`src/rtl/int_stim_gen_pkg.sv`:
```
// Shared definitions for the interrupt stimulus generator.
//   - chan_state_t     : per-channel FSM encoding
//   - ACK_BASE_DEFAULT : word address of channel 0 acknowledge
//   - WORD_MASK        : clears byte-offset bits of a 32-bit address
package int_stim_gen_pkg;

  localparam logic [31:0] ACK_BASE_DEFAULT = 32'h0000_7f20;
  localparam logic [31:0] WORD_MASK        = ~32'd3;

  typedef enum logic [1:0] {
    ST_IDLE   = 2'd0,
    ST_DELAY  = 2'd1,
    ST_ASSERT = 2'd2
  } chan_state_t;

endpackage

```
`src/rtl/int_stim_chan.sv`:
```
// Single interrupt channel: PC match, optional delay, held request, fire count.
// Ports:
//   clk, reset      : clock, asynchronous active-high reset
//   enable          : global arm for new matches
//   pc, target      : macroscopic PC and this channel's target (bits [1:0] ignored)
//   limit, dly      : fire limit (0 disables) and match-to-assert delay
//   ack             : decoded acknowledge store for this channel
//   irq             : registered request
//   fired           : completed-fire count, saturating
module int_stim_chan
  import int_stim_gen_pkg::*;
#(
  parameter int unsigned CNT_W = 8
) (
  input  logic             clk,
  input  logic             reset,
  input  logic             enable,
  input  logic [31:0]      pc,
  input  logic [31:0]      target,
  input  logic [CNT_W-1:0] limit,
  input  logic [CNT_W-1:0] dly,
  input  logic             ack,
  output logic             irq,
  output logic [CNT_W-1:0] fired
);

  chan_state_t      state, state_next;
  logic [CNT_W-1:0] cnt, cnt_next;
  logic [CNT_W-1:0] fired_next;
  logic             irq_next;
  logic             match_c;

  // Match qualifies on enable, a non-zero limit not yet reached and a word-aligned PC hit.
  assign match_c = enable && (limit != '0) && (fired < limit) &&
                   ((pc & WORD_MASK) == (target & WORD_MASK));

  // State and registered outputs.
  always_ff @(posedge clk or posedge reset) begin
    if (reset) begin
      state <= ST_IDLE;
      cnt   <= '0;
      fired <= '0;
      irq   <= 1'b0;
    end else begin
      state <= state_next;
      cnt   <= cnt_next;
      fired <= fired_next;
      irq   <= irq_next;
    end
  end

  // Next-state logic.
  always_comb begin
    state_next = state;
    unique case (state)
      ST_IDLE: begin
        if (match_c) state_next = (dly == '0) ? ST_ASSERT : ST_DELAY;
      end
      ST_DELAY: begin
        if (cnt == '0) state_next = ST_ASSERT;
      end
      ST_ASSERT: begin
        if (ack) state_next = ST_IDLE;
      end
      default: state_next = ST_IDLE;
    endcase
  end

  // Counter, fire count and request; irq follows the next state so it rises on the entering edge.
  always_comb begin
    cnt_next   = cnt;
    fired_next = fired;
    irq_next   = (state_next == ST_ASSERT);
    unique case (state)
      ST_IDLE: begin
        // Loading delay-1 makes the request rise exactly delay edges after the match edge.
        if (match_c && (dly != '0)) cnt_next = dly - CNT_W'(1);
      end
      ST_DELAY: begin
        if (cnt != '0) cnt_next = cnt - CNT_W'(1);
      end
      ST_ASSERT: begin
        if (ack && (fired != '1)) fired_next = fired + CNT_W'(1);
      end
      default: cnt_next = '0;
    endcase
  end

endmodule

```
`src/rtl/int_stim_gen.sv`:
```
// Multi-channel interrupt stimulus generator for CPU-level verification.
// Raises `interrupt` when the macroscopic PC hits a programmed target, holds
// the request until the handler stores to the channel's acknowledge word.
// Ports:
//   clk, reset     : clock, asynchronous active-high reset
//   enable         : global arm for new matches
//   macroscopic_pc : CPU PC (bits [1:0] ignored)
//   target_pc      : 32 bits per channel
//   fire_limit     : CNT_W bits per channel, 0 disables
//   delay          : CNT_W bits per channel, match-to-assert cycles
//   m_int_addr     : CPU interrupt-device store address
//   m_int_byteen   : store byte enables, any bit set marks a store
//   irq_vec        : per-channel registered request
//   interrupt      : OR of irq_vec
//   fired          : CNT_W bits per channel, completed fires
module int_stim_gen
  import int_stim_gen_pkg::*;
#(
  parameter int unsigned CHANNELS = 4,
  parameter int unsigned CNT_W    = 8,
  parameter logic [31:0] ACK_BASE = ACK_BASE_DEFAULT
) (
  input  logic                      clk,
  input  logic                      reset,
  input  logic                      enable,
  input  logic [31:0]               macroscopic_pc,
  input  logic [32*CHANNELS-1:0]    target_pc,
  input  logic [CNT_W*CHANNELS-1:0] fire_limit,
  input  logic [CNT_W*CHANNELS-1:0] delay,
  input  logic [31:0]               m_int_addr,
  input  logic [3:0]                m_int_byteen,
  output logic [CHANNELS-1:0]       irq_vec,
  output logic                      interrupt,
  output logic [CNT_W*CHANNELS-1:0] fired
);

  logic        store_c;
  logic [31:0] store_word_c;

  assign store_c      = |m_int_byteen;
  assign store_word_c = m_int_addr & WORD_MASK;

  // One channel per source; each decodes its own acknowledge word.
  for (genvar i = 0; i < CHANNELS; i++) begin : g_chan
    localparam logic [31:0] ACK_ADDR = ACK_BASE + 32'(4 * i);

    logic ack_c;
    assign ack_c = store_c && (store_word_c == ACK_ADDR);

    int_stim_chan #(
      .CNT_W (CNT_W)
    ) u_chan (
      .clk    (clk),
      .reset  (reset),
      .enable (enable),
      .pc     (macroscopic_pc),
      .target (target_pc[32*i +: 32]),
      .limit  (fire_limit[CNT_W*i +: CNT_W]),
      .dly    (delay[CNT_W*i +: CNT_W]),
      .ack    (ack_c),
      .irq    (irq_vec[i]),
      .fired  (fired[CNT_W*i +: CNT_W])
    );
  end

  // Combinational OR of registered bits; reset clears it without waiting for an edge.
  assign interrupt = |irq_vec;

endmodule

```
`config.mk`:
```
export PLATFORM = sky130hd
export DESIGN_NAME = int_stim_gen
export DESIGN_NICKNAME = d
export VERILOG_FILES = /design/src/rtl/int_stim_gen_pkg.sv /design/src/rtl/int_stim_chan.sv /design/src/rtl/int_stim_gen.sv
export SDC_FILE = /design/constraint.sdc
export NUM_CORES = 1
export LEC_CHECK = 0
export ABC_CLOCK_PERIOD_IN_PS = 3850
export CAP_MARGIN = 20
export CORE_MARGIN = 2
export CORE_UTILIZATION = 45
export DETAILED_ROUTE_END_ITERATION = 8
export MAX_ROUTING_LAYER = met4
export PLACE_DENSITY = 0.9
export SYNTH_ARGS = -nofsm -noshare
export SYNTH_HDL_FRONTEND = slang
export SYNTH_SLANG_ARGS = --single-unit
```
`constraint.sdc`:
```
create_clock -name clk -period 3.85 [get_ports clk]
set_clock_uncertainty 0.05 [all_clocks]
set_input_delay 0.77 -clock clk [delete_from_list [all_inputs] [get_ports clk]]
set_output_delay 0.77 -clock clk [all_outputs]
set_load 0.02 [all_outputs]
```
==> qor.txt, run 1 <==
status = completed
Via-to-Cell Ratio = 5.77
I/O pin count = 300
P_leak = 4.48 nW
required time at the worst-slack endpoint = 4.02 ns
Critical Path AT = 3.51 ns
Initial Util = 0.462
FMAX = 299 MHz
#FFs+latches synth = 76
n_diodes = 0
Layout area overhead = 46.6%
Hold Buf Count CTS = 0
height of the chip = 132 um
Inserted Clock Buffers = 9
die width = 132 um
row count = 46
fraction of registers with async set/reset = 1.00
crit path launch type = input port
Pwr Total = 2.87 mW
cells along the critical path = clkdlybuf4s50_1 -> xor2_1 -> nor4_1 -> nand4_1 -> nor4_2 -> a41oi_2 -> or2_1 -> a221o_1
Slew Limit Headroom = 0.480
Most used DFF post-synth = dfrtp_1
number of port buffers = 287
unique cell type count in the Yosys netlist = 76
CTS root buf = clkbuf_16
Syn Area/Cell = 8.80 um2
GRT Resource Usage Total = 0.299
RePlAce Congestion = 1.02
clock net sink count = 76
drt drc = 0
CTS tree = built
clock-pin transition on the worst setup and hold timing paths = 0.06 ns
final hold violation count = 0
core area = 15,900 um2
vias in the first global route = 7,581
Tcrit/Tclk final = 0.869
HPWL after DPL = 20.5 mm
antenna viol nets, final = 0
post_cts resized = 0
Worst Path Class, Setup = input port to flop
layout cell share with drive strength beyond 1 = 0.0605
Post-CTS Setup Inserts = 0
Tightest Pin Transition = 0.779 ns
Post-synth EDFFs = 0
initial drt markers = 796
Max Slew Vio Count = 0
PwrDens = 267 nW/um2
synthesized area = 7340 um2
total gr overflow = 0
nets@finish = 1,418
IR drop worst, VDD = 240 uV
Synthesis Warnings = 0
WL/cell = 18.9 um
buffers plus inverters on the worst setup path = 1
Routed WL = 25.4 mm
RSZ-0062 raised after global routing = false
critical path fanouts, max = 8
max incr delay on CP = 0.63 ns
Setup crit end kind = flop
Skew-Pair Late Insertion Delay = 0.34 ns
post-synthesis sequential area ratio = 0.259
cells after synthesis = 834
worst hold path class = flop to flop
initial antenna violation count = 0
final setup TNS = 0 ns
H-tree Lvls = 3
Setup-failing EPs final = 0
Max-Cap Viols = 0
Detailed Routing Iterations Pass 1 = 5
Vias = 7,728
area of the die = 17,300 um2
CP max-delay cell = clkdlybuf4s50_1
Syn Nets = 1,133
pin count of the biggest net entering global routing = 43
fillcell total = 1,275
FF-to-FF setup slack = 0.85 ns
first-pass GRT wire length = 40.2 mm
min Tclk post-route = 3.35 ns
CTS Buffer Depth = 2
Top Family by Delay on Critical Path = simple AND/OR/NAND/NOR gates
## stage by stage
step | instances | util | instance area [um2] | hold slack [ns] | setup slack [ns]
floorplan | 834 | - | 7340 | 0.430 | 0.973
global placement | 1324 | 0.658 | 10500 | 0.458 | 0.281
detailed placement | 1324 | 0.658 | 10500 | 0.466 | 0.208
CTS | 1340 | 0.677 | 10800 | 0.486 | 0.562
global route | 1340 | 0.677 | 10800 | 0.510 | 0.391
finish | 1340 | 0.677 | 10800 | 0.490 | 0.505
## flip-flops by register name (all words and copies together), names as in the netlist
signal / count
g_chan.u_chan.fired: 32
g_chan.u_chan.state: 8
g_chan.u_chan.irq: 4
g_chan.u_chan.cnt: 32
## logic make-up (layout without fill, tap and decap cells)
family	count (synthesis)	count (layout)	synth area share
simple gates	322	322	0.242
flops	76	76	0.259
buf+inv	65	355	0.0399
mux	57	57	0.0854
compound gates	121	121	0.125
fa+ha+maj	36	36	0.0614
xor+xnor	157	157	0.187
## layout by cell type (no fill, tap or decap), types with 3 or more instances in the layout
| master | instances |
|---|---|
| or4_1 | 6 |
| mux2i_1 | 32 |
| a211o_1 | 5 |
| a22o_1 | 3 |
| nand2_1 | 31 |
| a21boi_0 | 6 |
| and4_1 | 3 |
| ha_1 | 36 |
| inv_1 | 36 |
| xnor2_1 | 83 |
| o22ai_1 | 3 |
| mux2_4 | 3 |
| clkbuf_16 | 9 |
| and2_1 | 4 |
| o21ai_0 | 15 |
| nor2_1 | 69 |
| nor4_1 | 32 |
| a21o_1 | 13 |
| nand4b_1 | 4 |
| a21oi_1 | 25 |
| dfrtp_1 | 76 |
| or3_1 | 14 |
| clkdlybuf4s50_1 | 287 |
| nor3b_1 | 7 |
| nand3b_1 | 5 |
| nor2b_1 | 17 |
| a221o_1 | 8 |
| nand2b_1 | 11 |
| xor2_1 | 74 |
| nand4_1 | 41 |
| buf_4 | 14 |
| nand3_1 | 24 |
| nor3_1 | 28 |
| a211oi_1 | 7 |
| mux2_2 | 19 |
| o211ai_1 | 6 |
| and3_1 | 12 |
| o31a_1 | 4 |
## synth_stat cells (7+ instances only)
cell type / n / area (um2)
a221o_1: 8 / 80.1
nand2_1: 31 / 116
inv_1: 37 / 139
nand2b_1: 11 / 68.8
xor2_1: 74 / 648
nor2_1: 69 / 259
mux2i_1: 32 / 320
ha_1: 36 / 450
xnor2_1: 83 / 727
nand3_1: 24 / 120
o21ai_0: 15 / 75.1
nor3b_1: 7 / 52.6
or3_1: 14 / 87.6
nor3_1: 28 / 140
nor4_1: 32 / 200
nand4_1: 41 / 257
and3_1: 12 / 75.1
a21oi_1: 25 / 125
nor2b_1: 17 / 106
a211oi_1: 7 / 52.6
dfrtp_1: 76 / 1900
mux2_2: 19 / 214
a21o_1: 13 / 97.6
clkbuf_1: 15 / 56.3
## path summary, 6_finish.rpt
path                                            from  depth (start not counted)                         to
setup reg to reg           g_chan[2].u_chan.state[0]                          7    g_chan[2].u_chan.cnt[7]
min in group asynchronous                      reset                          2    g_chan[2].u_chan.cnt[3]
hold / removal             g_chan[1].u_chan.fired[6]                          1  g_chan[1].u_chan.fired[6]
max in group asynchronous                      reset                          3  g_chan[3].u_chan.fired[0]
setup / recovery                  macroscopic_pc[18]                          8    g_chan[3].u_chan.cnt[2]
hold reg to reg            g_chan[1].u_chan.fired[6]                          1  g_chan[1].u_chan.fired[6]
## report_power, final
group	switching [mW]	leakage, nW	internal (mW)
Combinational	0.380	3.33	0.520
Clock	0.334	0.146	0.522
Sequential	0.186	0.999	0.927
Total	0.900	4.48	1.97
## cell type report
class                           count  area (um2)  area share
Sequential cell                    76        1900       0.177
Multi-Input combinational cell    693        5140       0.478
Timing Repair Buffer              302        3000       0.279
Inverter                           37         139      0.0129
Tap cell                          216         270      0.0251
Clock buffer                       11         243      0.0226
Clock inverter                      5        60.1     0.00558
## layer usage
metal / GRT usage / vias to the layer above / share of wire
met2: 0.467 / 410 / 0.46
li1: - / 3619 / -
met1: 0.394 / 3664 / 0.43
met4: 0.0646 / 0 / 0.016
met5: - / - / 0
met3: 0.0729 / 35 / 0.092
Note: power is estimated with default switching activity, not from simulation.
==> run 2: changes to the inputs <==
Settings changed: ABC_CLOCK_PERIOD_IN_PS 3850 to unset, GPL_ROUTABILITY_DRIVEN set to 0, SLEW_MARGIN set to 20.
==> run 2 against run 1 <==
Effect of this change: clock power increased by 10%; maximum frequency decreased by 0.92%; worst hold slack got worse by 0.017 ns; combinational power increased by 1%; flip-flop and latch count unchanged; sequential share of layout area about the same; critical path type unchanged; critical endpoint is now g_chan[0].u_chan.cnt[2].
==> qor.txt, run 2 (synthesis gave the netlist of run 1 again) <==
Slew Limit Headroom = 0.537
H-tree Lvls = 3
antenna viol nets, final = 0
total gr overflow = 0
area of the die = 17,300 um2
min Tclk post-route = 3.38 ns
first-pass GRT wire length = 41.2 mm
status = completed
worst hold path class = flop to flop
Top Family by Delay on Critical Path = compound AO/OA/AOI/OAI gates
Multi-input gate area = 5140 um2
max incr delay on CP = 0.51 ns
Critical Path AT = 3.54 ns
Tcrit/Tclk final = 0.877
Routed WL = 26.1 mm
height of the chip = 132 um
sequential cell area = 1900 um2
layout cell share with drive strength beyond 1 = 0.0622
clock net sink count = 76
dpl cell area = 10,400 um2
Pwr Total = 2.97 mW
row count = 46
nets@finish = 1,419
RR Startpoint = g_chan[3].u_chan.state[1]
n_diodes = 0
fillcell total = 1,221
Skew-Pair Late Insertion Delay = 0.34 ns
FMAX = 296 MHz
Via-to-Cell Ratio = 5.95
final hold violation count = 0
buffers plus inverters on the worst setup path = 3
WL/cell = 19.5 um
post_cts resized = 0
Worst Path Class, Setup = input port to flop
Tightest Pin Transition = 0.694 ns
Post-Place Setup Slack = 0.135 ns
largest registers in the final layout = g_chan.u_chan.cnt x32, g_chan.u_chan.fired x32, g_chan.u_chan.state x8
FF-to-FF setup slack = 0.91 ns
vias in the first global route = 7,829
commonest non-fill, non-tap cell in the layout = clkdlybuf4s50_1
critical path fanouts, max = 8
required time at the worst-slack endpoint = 4.02 ns
initial antenna violation count = 0
Post-CTS Setup Inserts = 0
P_leak = 4.50 nW
design area = 10,800 um2
CP startpoint = fire_limit[7]
cells along the critical path = clkdlybuf4s50_1 -> inv_1 -> ha_1 -> a2111oi_0 -> buf_4 -> nand4_1 -> nor2_1 -> o211ai_1 -> o31a_1 -> a221o_1
RSZ-0062 raised after global routing = false
Hold Path Origin = g_chan[3].u_chan.cnt[5]
clock-pin transition on the worst setup and hold timing paths = 0.06 ns
HPWL after DPL = 21.0 mm
most frequent cells in the layout = 287 x clkdlybuf4s50_1, 83 x xnor2_1, 76 x dfrtp_1
CTS tree = built
IR drop worst, VDD = 239 uV
pin count of the biggest net entering global routing = 33
Worst Slack Setup Final = 0.474 ns
initial drt markers = 652
CTS root buf = clkbuf_16
Vias = 7,973
Max-Cap Viols = 0
CP max-delay cell = a2111oi_0
Initial Util = 0.462
Setup crit end kind = flop
Hold Buf Count CTS = 0
CTS Buffer Depth = 2
PwrDens = 276 nW/um2
crit path launch type = input port
I/O pin count = 300
Setup-failing EPs final = 0
Placed Instances = 1,325
drt drc = 0
final std cells w/o fill = 1,341
core area = 15,900 um2
Inserted Clock Buffers = 9
die width = 132 um
number of port buffers = 287
Detailed Routing Iterations Pass 1 = 6
Max Slew Vio Count = 0
final setup TNS = 0 ns
GRT Resource Usage Total = 0.306
Layout area overhead = 46.9%
[run 2: cell count changes in the layout (fill, tap and decap cells not counted), sizes merged]
cell	before	now
buf	15	16
bufinv	1	2
clkinvlp	1	0
[run 2: final cells by class]
class	count	share of cell area
tap	216	0.0251
clock buffer	11	0.0234
clock inverter	5	0.00766
inverter	37	0.0129
sequential	76	0.176
timing repair buffer	303	0.278
multi-input combinational	693	0.477
[run 2: final timing paths]
check                                           to  cells after the start
max                        g_chan[0].u_chan.cnt[2]                     10
min                        g_chan[3].u_chan.cnt[5]                      1
max reg2reg                g_chan[3].u_chan.cnt[4]                      9
min reg2reg                g_chan[3].u_chan.cnt[5]                      1
max in group asynchronous  g_chan[3].u_chan.cnt[1]                      3
min in group asynchronous  g_chan[0].u_chan.cnt[4]                      2
[run 2: through the flow]
step	utilization	hold WS [ns]
after floorplan	-	0.430
after global placement	0.658	0.464
after detailed placement	0.658	0.460
after CTS	0.679	0.471
after global routing	0.679	0.504
final	0.679	0.473
[run 2: power breakdown]
group / switching, mW / internal [mW]
Combinational: 0.392 / 0.519
Clock: 0.339 / 0.605
Sequential: 0.191 / 0.927
Total: 0.921 / 2.05
[run 2: per-layer routing]
layer	global-route usage	share of wire	up-vias
met4	0.0815	0.027	0
met3	0.0733	0.089	76
met1	0.398	0.42	3788
met2	0.480	0.46	481
met5	-	0	-
li1	-	-	3628
